<file path="config.mk">
export PLATFORM = sky130hd
export DESIGN_NAME = trng_health_monitor
export DESIGN_NICKNAME = d
export VERILOG_FILES = /design/src/rtl/trng_health_pkg.sv /design/src/rtl/trng_apt_window.sv /design/src/rtl/trng_health_monitor.sv
export SDC_FILE = /design/constraint.sdc
export NUM_CORES = 1
export LEC_CHECK = 0
export CAP_MARGIN = 10
export CORE_MARGIN = 8
export CORE_UTILIZATION = 30
export CTS_CLUSTER_DIAMETER = 150
export CTS_CLUSTER_SIZE = 25
export DETAILED_ROUTE_END_ITERATION = 8
export DONT_BUFFER_PORTS = 1
export PLACE_DENSITY = 0.46
export RECOVER_POWER = 25
export SKIP_CTS_REPAIR_TIMING = 1
export SYNTH_ARGS = -nofsm -noshare
export SYNTH_HDL_FRONTEND = slang
export SYNTH_HIERARCHICAL = 1
export SYNTH_SLANG_ARGS = --single-unit
</file>
<file path="constraint.sdc">
create_clock -name clk -period 2.9 [get_ports clk]
set_input_delay 0.29 -clock clk [delete_from_list [all_inputs] [get_ports clk]]
set_output_delay 0.29 -clock clk [all_outputs]
set_load 0.005 [all_outputs]
</file>
<file path="src/rtl/trng_health_pkg.sv">
// ============================================================================
// Module      : trng_health_pkg
// Description : Shared types, default cutoffs and width helper for the TRNG
//               online health-test monitor.
// Revision    : 1.0 - initial release
// ============================================================================
`default_nettype none

package trng_health_pkg;

    typedef enum logic [1:0] {
        ST_WARMUP = 2'd0,
        ST_RUN    = 2'd1,
        ST_ALARM  = 2'd2
    } health_state_e;

    localparam int unsigned c_def_warmup_samples = 64;
    localparam int unsigned c_def_rct_cutoff_lo  = 8;
    localparam int unsigned c_def_rct_cutoff_hi  = 11;
    localparam int unsigned c_def_apt_window     = 1024;
    localparam int unsigned c_def_apt_cutoff     = 589;
    localparam int unsigned c_def_fail_cnt_w     = 16;

    // Bits needed to index n values (ceil(log2(n))), never less than 1.
    function automatic int unsigned clog2_win(input int unsigned n);
        int unsigned w;
        w = 0;
        while ((32'd1 << w) < n) begin
            w = w + 1;
        end
        return (w == 0) ? 1 : w;
    endfunction

endpackage

`default_nettype wire

</file>
<file path="src/rtl/trng_apt_window.sv">
// ============================================================================
// Module      : trng_apt_window
// Description : Adaptive proportion test: contiguous windows of valid samples,
//               ones count compared against symmetric cutoffs at window end.
// Revision    : 1.0 - initial release
// ============================================================================
`default_nettype none

module trng_apt_window
    import trng_health_pkg::*;
#(
    parameter int APT_WINDOW = 1024,
    parameter int APT_CUTOFF = 589
) (
    input  logic clk,
    input  logic rst_n,
    input  logic hold_i,
    input  logic valid_i,
    input  logic bit_i,
    output logic fail_o
);

    localparam int WIN_W  = clog2_win(APT_WINDOW);
    localparam int ONES_W = WIN_W + 1;

    localparam logic [WIN_W-1:0]  c_last = WIN_W'(APT_WINDOW - 1);
    localparam logic [ONES_W-1:0] c_hi   = ONES_W'(APT_CUTOFF);
    localparam logic [ONES_W-1:0] c_lo   = ONES_W'(APT_WINDOW - APT_CUTOFF);

    logic [WIN_W-1:0]  win_cnt_q, win_cnt_d;
    logic [ONES_W-1:0] ones_cnt_q, ones_cnt_d;
    logic [ONES_W-1:0] w_ones_total;
    logic              w_win_end;

    always_comb begin
        w_ones_total = ones_cnt_q + ONES_W'(bit_i);
        w_win_end    = valid_i && (win_cnt_q == c_last);
        // The closing sample is part of the total being judged.
        fail_o       = w_win_end && ((w_ones_total > c_hi) || (w_ones_total < c_lo));
        win_cnt_d    = win_cnt_q;
        ones_cnt_d   = ones_cnt_q;
        if (hold_i) begin
            win_cnt_d  = '0;
            ones_cnt_d = '0;
        end else if (valid_i) begin
            if (w_win_end) begin
                win_cnt_d  = '0;
                ones_cnt_d = '0;
            end else begin
                win_cnt_d  = win_cnt_q + WIN_W'(1);
                ones_cnt_d = w_ones_total;
            end
        end
    end

    always_ff @(posedge clk) begin
        if (!rst_n) begin
            win_cnt_q  <= '0;
            ones_cnt_q <= '0;
        end else begin
            win_cnt_q  <= win_cnt_d;
            ones_cnt_q <= ones_cnt_d;
        end
    end

endmodule

`default_nettype wire

</file>
<file path="src/rtl/trng_health_monitor.sv">
// ============================================================================
// Module      : trng_health_monitor
// Description : Online RCT/APT health monitor for the ring-oscillator TRNG.
//               APT present only when TRNG_HEALTH_APT_EN is defined.
// Revision    : 1.0 - initial release
// ============================================================================
`default_nettype none

module trng_health_monitor
    import trng_health_pkg::*;
#(
    parameter int WARMUP_SAMPLES = 64,
    parameter int RCT_CUTOFF_LO  = 8,
    parameter int RCT_CUTOFF_HI  = 11,
    parameter int APT_WINDOW     = 1024,
    parameter int APT_CUTOFF     = 589,
    parameter int FAIL_CNT_W     = 16
) (
    input  logic                  clk,
    input  logic                  rst_n,
    input  logic                  dff_en,
    input  logic                  random_bit,
    input  logic                  clear_alarms,
    output logic                  testing,
    output logic                  rct_warn,
    output logic                  rct_fail,
    output logic                  apt_fail,
    output logic                  alarm,
    output logic [FAIL_CNT_W-1:0] rct_fail_cnt,
    output logic [FAIL_CNT_W-1:0] apt_fail_cnt
);

    localparam int REP_W  = clog2_win(RCT_CUTOFF_HI + 2);
    localparam int WARM_W = clog2_win(WARMUP_SAMPLES + 1);

    localparam logic [REP_W-1:0]  c_rep_lo   = REP_W'(RCT_CUTOFF_LO);
    localparam logic [REP_W-1:0]  c_rep_hi   = REP_W'(RCT_CUTOFF_HI);
    localparam logic [REP_W-1:0]  c_rep_max  = REP_W'(RCT_CUTOFF_HI + 1);
    localparam logic [WARM_W-1:0] c_warm_end = WARM_W'(WARMUP_SAMPLES);

    health_state_e         state_q, state_d;
    logic [WARM_W-1:0]     warm_cnt_q, warm_cnt_d;
    logic [REP_W-1:0]      rep_cnt_q, rep_cnt_d;
    logic                  prev_bit_q, prev_bit_d;
    logic                  first_q, first_d;
    logic                  testing_q, rct_warn_q, rct_fail_q, apt_fail_q, alarm_q;
    logic [FAIL_CNT_W-1:0] rct_fail_cnt_q, rct_fail_cnt_d;
    logic [FAIL_CNT_W-1:0] apt_fail_cnt_q, apt_fail_cnt_d;
    logic [FAIL_CNT_W-1:0] w_rct_base, w_apt_base;

    logic w_sample, w_rct_warn, w_rct_fail, w_apt_raw, w_apt_fail, w_any_fail;
    logic w_hold;

    assign w_sample   = dff_en && (state_q != ST_WARMUP);
    assign w_apt_fail = w_sample && w_apt_raw;
    assign w_any_fail = w_rct_fail || w_apt_fail;
    // Test state is wiped during warm-up and on any clear that a fail did not override.
    assign w_hold     = (state_q == ST_WARMUP) || (clear_alarms && !w_any_fail);

`ifdef TRNG_HEALTH_APT_EN
    trng_apt_window #(
        .APT_WINDOW (APT_WINDOW),
        .APT_CUTOFF (APT_CUTOFF)
    ) u_apt (
        .clk     (clk),
        .rst_n   (rst_n),
        .hold_i  (w_hold),
        .valid_i (w_sample),
        .bit_i   (random_bit),
        .fail_o  (w_apt_raw)
    );
`else
    logic w_unused_apt;
    assign w_unused_apt = ^{APT_WINDOW[0], APT_CUTOFF[0]};
    assign w_apt_raw    = 1'b0;
`endif

    always_comb begin
        rep_cnt_d  = rep_cnt_q;
        prev_bit_d = prev_bit_q;
        first_d    = first_q;
        w_rct_warn = 1'b0;
        w_rct_fail = 1'b0;
        if (w_sample) begin
            if (first_q) begin
                prev_bit_d = random_bit;
                rep_cnt_d  = '0;
                first_d    = 1'b0;
            end else if (random_bit == prev_bit_q) begin
                if (rep_cnt_q != c_rep_max) begin
                    rep_cnt_d = rep_cnt_q + REP_W'(1);
                end
                w_rct_warn = (rep_cnt_q == c_rep_lo);
                w_rct_fail = (rep_cnt_q == c_rep_hi);
            end else begin
                prev_bit_d = random_bit;
                rep_cnt_d  = '0;
            end
        end
        if (w_hold) begin
            rep_cnt_d  = '0;
            prev_bit_d = 1'b0;
            first_d    = 1'b1;
        end
    end

    always_comb begin
        state_d    = state_q;
        warm_cnt_d = warm_cnt_q;
        if (w_any_fail) begin
            state_d = ST_ALARM;
        end else if (clear_alarms) begin
            state_d    = ST_WARMUP;
            warm_cnt_d = WARM_W'(dff_en);
        end else if ((state_q == ST_WARMUP) && dff_en) begin
            warm_cnt_d = warm_cnt_q + WARM_W'(1);
        end
        if ((state_d == ST_WARMUP) && (warm_cnt_d == c_warm_end)) begin
            state_d    = ST_RUN;
            warm_cnt_d = '0;
        end
    end

    // A clear coinciding with a fail still zeroes the counters before the increment.
    always_comb begin
        w_rct_base     = clear_alarms ? '0 : rct_fail_cnt_q;
        w_apt_base     = clear_alarms ? '0 : apt_fail_cnt_q;
        rct_fail_cnt_d = w_rct_base + FAIL_CNT_W'(w_rct_fail && (w_rct_base != '1));
        apt_fail_cnt_d = w_apt_base + FAIL_CNT_W'(w_apt_fail && (w_apt_base != '1));
    end

    always_ff @(posedge clk) begin
        if (!rst_n) begin
            state_q        <= ST_WARMUP;
            warm_cnt_q     <= '0;
            rep_cnt_q      <= '0;
            prev_bit_q     <= 1'b0;
            first_q        <= 1'b1;
            testing_q      <= 1'b0;
            rct_warn_q     <= 1'b0;
            rct_fail_q     <= 1'b0;
            apt_fail_q     <= 1'b0;
            alarm_q        <= 1'b0;
            rct_fail_cnt_q <= '0;
            apt_fail_cnt_q <= '0;
        end else begin
            state_q        <= state_d;
            warm_cnt_q     <= warm_cnt_d;
            rep_cnt_q      <= rep_cnt_d;
            prev_bit_q     <= prev_bit_d;
            first_q        <= first_d;
            testing_q      <= (state_d != ST_WARMUP);
            rct_warn_q     <= w_rct_warn;
            rct_fail_q     <= w_rct_fail;
            apt_fail_q     <= w_apt_fail;
            alarm_q        <= (state_d == ST_ALARM);
            rct_fail_cnt_q <= rct_fail_cnt_d;
            apt_fail_cnt_q <= apt_fail_cnt_d;
        end
    end

    assign testing      = testing_q;
    assign rct_warn     = rct_warn_q;
    assign rct_fail     = rct_fail_q;
    assign apt_fail     = apt_fail_q;
    assign alarm        = alarm_q;
    assign rct_fail_cnt = rct_fail_cnt_q;
    assign apt_fail_cnt = apt_fail_cnt_q;

endmodule

`default_nettype wire

</file>
Word-level counts from Yosys, hierarchy flattened

Cells that the tools add are included.

Bits in registers: 35
Bits in latches: 0
Memory bits (writable): 0
ROM bits: 0
Input port bits: 5
Output and inout bits: 37
Word-level logic and storage cells: 56
Memories kept: 0

Add/sub/neg operators: 3
Multipliers: 0
Div/mod/pow operators: 0
$lt $le $gt $ge: 0
Equality and inequality tests: 9
Shifts and indexed selects: 0
Multiplexer cells: 15
Bitwise gates (word level): 3
Reduce and logical (&&, ||, !) cells: 16

Operators with widths:

| cell                 | count |
|---|---|
| $mux 7               | 3 |
| $add 16x1->16        | 1 |
| $mux 16              | 1 |
| $ne 16x16->1 const B | 1 |
| $mux 4               | 3 |
| $eq 4x4->1 const B   | 2 |
| $add 7x1->7 const B  | 1 |
| $eq 7x7->1 const B   | 1 |
| $mux 2               | 3 |
| $logic_and 1x1->1    | 5 |
| $mux 1               | 5 |
| $add 4x1->4 const B  | 1 |
| $logic_not 2->1      | 2 |
| $ne 4x4->1 const B   | 1 |
| $reduce_and 2->1     | 2 |
| $reduce_bool 2->1    | 2 |
| $reduce_or 2->1      | 2 |
| $reduce_or 4->1      | 1 |
| $ne 3x2->1 const B   | 1 |
| $not 1->1            | 3 |
| $eq 2x2->1 const B   | 1 |
| $ne 2x2->1 const B   | 1 |
| $eq 1x1->1           | 1 |
| $logic_not 1->1      | 1 |
| $logic_or 1x1->1     | 1 |

Logic depth before layout (Yosys ltp)

Depth after elaboration: 9
Gate-level depth with buffers: 12
Gate-level depth less buffers: 12

Worst setup path after synthesis

OpenSTA, ideal clock, no wires.

Path kind: reg2reg
Start point: reg rep_cnt_q[0]
End point: reg rct_fail_cnt_q[12] (netlist: rct_fail_cnt[12])
Library setup time: 121 ps
Arrival: 2536 ps
Data required time: 2779 ps
Slack: 243 ps
Stages on the path, launching flop included: 13
Path buffers: 0
Period minus slack after synthesis: 2657 ps
Cell sequence: dfxtp_1 -> ha_1 -> nand3b_1 -> nor4_4 -> inv_1 -> a41oi_1 -> ha_1 -> ha_1 -> nand4b_1 -> nor3_1 -> nand3_1 -> xor2_1 -> nor2_1

Word-level cells in the longest chain between the ends: 6

Ends and longest elaborated chain:

| item                     | line                       | text |
|---|---|---|
| start: declaration       | trng_health_monitor.sv:43  | `logic [REP_W-1:0] rep_cnt_q, rep_cnt_d;` |
| start signal: assignment | trng_health_monitor.sv:149 | `rep_cnt_q <= rep_cnt_d;` |
| $eq 4x4->1               | trng_health_monitor.sv:94  | `w_rct_fail = (rep_cnt_q == c_rep_hi);` |
| $mux 1                   | trng_health_monitor.sv:89  | `end else if (random_bit == prev_bit_q) begin` |
| $mux 1                   | trng_health_monitor.sv:85  | `if (first_q) begin` |
| $mux 1                   | trng_health_monitor.sv:84  | `if (w_sample) begin` |
| $logic_and 1x1->1        | trng_health_monitor.sv:128 | `rct_fail_cnt_d = w_rct_base + FAIL_CNT_W'(w_rct_fail && (w_rct_base != '1));` |
| $add 16x1->16            | trng_health_monitor.sv:128 |  |
| end signal: assignment   | trng_health_monitor.sv:157 | `rct_fail_cnt_q <= rct_fail_cnt_d;` |
| end: declaration         | trng_health_monitor.sv:47  | `logic [FAIL_CNT_W-1:0] rct_fail_cnt_q, rct_fail_cnt_d;` |

No other way between the ends.
A chain may end at the register's enable or synchronous reset.

Worst setup path after layout

Start point: reg state_q[0]
End point: reg rct_fail_cnt_q[10] (netlist: rct_fail_cnt[10])

Word-level cells in the longest chain between the ends: 5

Ends and longest elaborated chain:

| item                     | line                       | text |
|---|---|---|
| start: declaration       | trng_health_monitor.sv:41  | `health_state_e state_q, state_d;` |
| start signal: assignment | trng_health_monitor.sv:147 | `state_q <= state_d;` |
| $reduce_bool 2->1        | trng_health_monitor.sv:54  | `assign w_sample = dff_en && (state_q != ST_WARMUP);` |
| $logic_and 1x1->1        | trng_health_monitor.sv:54  |  |
| $mux 1                   | trng_health_monitor.sv:84  |  |
| $logic_and 1x1->1        | trng_health_monitor.sv:128 |  |
| $add 16x1->16            | trng_health_monitor.sv:128 |  |

No other way between the ends.

==> summary by stage <==
Status
The run finished with clean final reports.

Setup path
The kind of critical path is register to register. The arrival time of the worst setup path is approximately 2.7 ns. The maximum fanout along the worst path is 8. For this run, the slowest stage of the critical path takes 0.48 ns.

In this run the critical register-to-register path is captured at rct_fail_cnt[10]$_SDFF_PN0_. The data required time of the worst path is 3.07 ns. The nature of the critical path startpoint is a register. The worst-path cell with the longest stage delay is sky130_fd_sc_hd__dfxtp_1. The beginning of the worst register-to-register path is state_q[0]$_SDFF_PN0_.

The slack of the worst reg-to-reg path is approximately 0.40 ns. The endpoint kind of the worst setup timing path is a register. Counting cells, the worst reg-to-reg path comes to 11. Walking the worst path, the cells encountered are o21ai_2, nor4_4, inv_1, a41oi_1, ha_1, ha_1, nand4b_1, nor3_2, nand3_1, xor2_1, nor2_1. The most numerous cell type found on the critical path is sky130_fd_sc_hd__ha_1.

Logic synthesis
The cell area that synthesis handed to floorplanning was 0.00186 mm^2. The proportion of synthesized chip area in sequential cells is a little under two fifths. The flip-flop cell with the highest count after synthesis is sky130_fd_sc_hd__dfxtp_1. Yosys mapped the design onto 48 distinct sky130hd cell types. Yosys printed 6 warnings.

Counting flops and latches in the post-synthesis netlist gives 35. The post-synthesis cell count is roughly 210. For this run, asynchronously set or reset flops after synthesis account for 0%.

The average instance in the mapped netlist occupies roughly 8.8 um^2. The synthesized design contains 0 enable-type register cells.

Routing
The per-cell routed wire length is roughly 14 um. Once detail routing completed, the nets flagged for antenna violations numbered 0. The number of DRC markers after the initial detailed-route iteration is 50. The total routed wirelength is just over 4000 um.

The DRC violation count after routing is 0. Using the TritonRoute via totals, the vias-per-cell ratio works out to 4.88. The number of optimization iterations in the first detailed-route pass is 4. The total via count in the routed design is between 1k and 1.5k.

Power and ir drop
IR analysis of the VDD net gives a maximum drop of 0.237 mV. The power per unit of standard cell area is approximately 430 mW/mm^2. In this run the static leakage power is roughly 0.7 nW.

Clocking
The number of CTS-inserted buffers is 5. Clock latency on the worst-skew pair, taken at its later pin, is around 0.28 ns. The clock root buffer is sky130_fd_sc_hd__clkbuf_8. The TritonCTS sink count is 35. The H-tree generated during clock tree synthesis spans 2 levels. After clock tree synthesis, the clock-pin slew on the worst setup and hold paths is roughly 0.070 ns.

TritonCTS built the clock tree. Counting along the longest clock path gives a buffer depth of 2.

Global routing
Entering global routing, the biggest net connects 21 pins. The initial antenna violation count is 0. Global routing consumed, over all layers together, 9.50% of the routing resources. The total congestion overflow is 0. The first-pass GRT wire length is about 6700 um. The number of global-route vias before repair is ~1.3k.

Timing
The final hold violation count is 0. The clock period minus final worst setup slack is approximately 2.5 ns. The final-report max-slew violation count is 0.

For the final database, setup skew stands at approximately 0.0067 ns. Setup repair after global routing left no endpoint under its margin. The final setup violation count is 0. The max-slew headroom at the worst pin is about 65%. For this run, the top clock speed supported by timing is around 0.4 GHz. The pin slew with the least headroom to its limit is around 0.53 ns.

The share of the clock period used by the worst path is a little under nine tenths. The setup TNS after final layout is 0 ns.

Hold path
The type of the worst min-delay path is input port to register. The worst hold path startpoint is dff_en. The worst hold path terminates at rep_cnt_q[3]$_SDFFE_PP0P_. The number of stages on the worst hold path is 1.

Die
The area of the core is 0.00596 mm^2. The starting density of the core is approximately 31%. Measured along the y axis, the die boundary spans around 95 um. The width of the chip is approximately 95 um. The die covers 0.00898 mm^2. The boundary pin count is 42. The floorplan has 28 rows.

Placed design
The final weighted congestion in routability-driven placement is a little over 0.7. After legalization and detailed placement, the total HPWL measured 3020 um. The placed instance count is 285. The quantity of I/O buffers inserted on ports is 0.

Cells and area
Compared with the post-synthesis result, the final layout area differs by 5.78%. For this run, the post-layout net count is approximately 230. The post-layout instance count excluding filler cells is approximately 290.

In the final layout, the share of cells above drive strength 1 is under 10%. The repair_antennas step left the layout with diodes totalling 0.

Job
The total of max-cap violations is 0.
==> layer usage <==
metal / routed length, um / GRT usage [%] / vias to the layer above
met4: 63 / 3.64 / 0
met1: 1990 / 12.4 / 660
met3: 252 / 2.54 / 6
li1: - / - / 717
met2: 1820 / 14.5 / 36
met5: 0 / 0 / -
==> kinds of logic (layout without fill, tap and decap cells) <==
kind of cell	count (synthesis)	in the layout	synth area share, %
buffers and inverters	28	16	9.27
flip-flops	35	35	37.6
XOR/XNOR	17	17	8.00
multiplexers	4	4	2.15
other	1	17	0.201
AND/OR/NAND/NOR	94	94	27.8
adder cells (fa/ha/maj)	5	5	3.36
AO/OA/AOI/OAI	28	28	11.6
==> area by class of cell <==
class	instances	area, um^2
Inverter	7	26.3
Fill cell	616	3990
Sequential cell	35	701
Clock buffer	6	72.6
Tap cell	75	93.8
Timing Repair Buffer	3	22.5
Multi-Input combinational cell	165	1050
==> where the power goes <==
part	leakage (nW)	total, mW	switching (mW)	internal (mW)
Sequential	0.282	0.484	0.00211	0.482
Combinational	0.391	0.0338	0.0227	0.0111
Clock	0.0371	0.327	0.167	0.160
==> cell usage in the layout (no fill, tap or decap), types with 5 or more instances in the layout <==
cell and count:
sky130_fd_sc_hd__dfxtp_1 35, sky130_fd_sc_hd__nor2_1 29, sky130_fd_sc_hd__conb_1 17, sky130_fd_sc_hd__nand2_1 16, sky130_fd_sc_hd__a21oi_1 10, sky130_fd_sc_hd__xor2_1 9, sky130_fd_sc_hd__nor2b_1 8, sky130_fd_sc_hd__xnor2_1 8
sky130_fd_sc_hd__nand3_1 7, sky130_fd_sc_hd__inv_1 6, sky130_fd_sc_hd__nand2b_1 5, sky130_fd_sc_hd__ha_1 5, sky130_fd_sc_hd__clkbuf_8 5
==> registers in the layout, indices dropped and copies added, names as in the netlist <==
| signal | flops |
|---|---|
| rct_fail_cnt | 16 |
| warm_cnt_q | 7 |
| rep_cnt_q | 4 |
| state_q | 2 |
| alarm | 1 |
| first_q | 1 |
| prev_bit_q | 1 |
| rct_fail | 1 |
| rct_warn | 1 |
| testing | 1 |
==> worst max-delay path by stage <==
| stage | startpoint | endpoint | slack (ns) |
|---|---|---|---|
| after detailed placement | state_q[0]$_SDFF_PN0_ | rct_fail_cnt[10]$_SDFF_PN0_ | 0.20 |
| after floorplan | rep_cnt_q[0]$_SDFFE_PP0P_ | rct_fail_cnt[12]$_SDFF_PN0_ | 0.24 |
| final | state_q[0]$_SDFF_PN0_ | rct_fail_cnt[10]$_SDFF_PN0_ | 0.40 |
| after CTS | state_q[0]$_SDFF_PN0_ | rct_fail_cnt[10]$_SDFF_PN0_ | 0.17 |
| after global routing | state_q[0]$_SDFF_PN0_ | rct_fail_cnt[15]$_SDFF_PN0_ | 0.06 |
| after global placement | state_q[1]$_SDFF_PN0_ | rct_fail_cnt[12]$_SDFF_PN0_ | 0.24 |
==> Yosys cell counts (2+ instances only) <==
| cell type | n | share of area (%) |
|---|---|---|
| sky130_fd_sc_hd__dfxtp_1 | 35 | 38 |
| sky130_fd_sc_hd__nor2_1 | 29 | 5.8 |
| sky130_fd_sc_hd__buf_4 | 18 | 7.3 |
| sky130_fd_sc_hd__nand2_1 | 16 | 3.2 |
| sky130_fd_sc_hd__a21oi_1 | 10 | 2.7 |
| sky130_fd_sc_hd__xor2_1 | 9 | 4.2 |
| sky130_fd_sc_hd__nor2b_1 | 8 | 2.7 |
| sky130_fd_sc_hd__xnor2_1 | 8 | 3.8 |
| sky130_fd_sc_hd__nand3_1 | 7 | 1.9 |
| sky130_fd_sc_hd__inv_1 | 6 | 1.2 |
| sky130_fd_sc_hd__ha_1 | 5 | 3.4 |
| sky130_fd_sc_hd__nand2b_1 | 5 | 1.7 |
| sky130_fd_sc_hd__mux2i_1 | 4 | 2.2 |
| sky130_fd_sc_hd__nand4_1 | 4 | 1.3 |
| sky130_fd_sc_hd__nor3_1 | 4 | 1.1 |
| sky130_fd_sc_hd__clkbuf_1 | 3 | 0.60 |
| sky130_fd_sc_hd__nor3b_1 | 3 | 1.2 |
| sky130_fd_sc_hd__a211oi_1 | 2 | 0.81 |
| sky130_fd_sc_hd__and2_1 | 2 | 0.67 |
| sky130_fd_sc_hd__and4_1 | 2 | 0.94 |
| sky130_fd_sc_hd__nor4b_1 | 2 | 0.94 |
| sky130_fd_sc_hd__o21ai_0 | 2 | 0.54 |
| sky130_fd_sc_hd__o31ai_1 | 2 | 0.81 |
| sky130_fd_sc_hd__or3_1 | 2 | 0.67 |
==> through the flow <==
stage          setup WS, ns  hold slack [ns]  utilization [%]  cell area, um^2  total power [mW]
6_report              0.399           0.0944             33.1             1970             0.845
5_1_grt              0.0600           0.0766             33.1             1970             0.885
4_1_cts               0.171           0.0832             33.0             1960             0.859
3_5_place_dp          0.202            0.386             31.8             1890             0.528
3_3_place_gp          0.241            0.386             31.8             1890             0.529
2_1_floorplan         0.243            0.398                -             1920             0.543
==> worst max-delay path, delay by kind of cell (launching register included) <==
family	cells	cell delay (ns)
XOR/XNOR	1	0.14
AND/OR/NAND/NOR	5	0.86
AO/OA/AOI/OAI	2	0.39
flip-flops	1	0.48
adder cells (fa/ha/maj)	2	0.38
buffers and inverters	1	0.13
(Power assumes the default switching activity.)
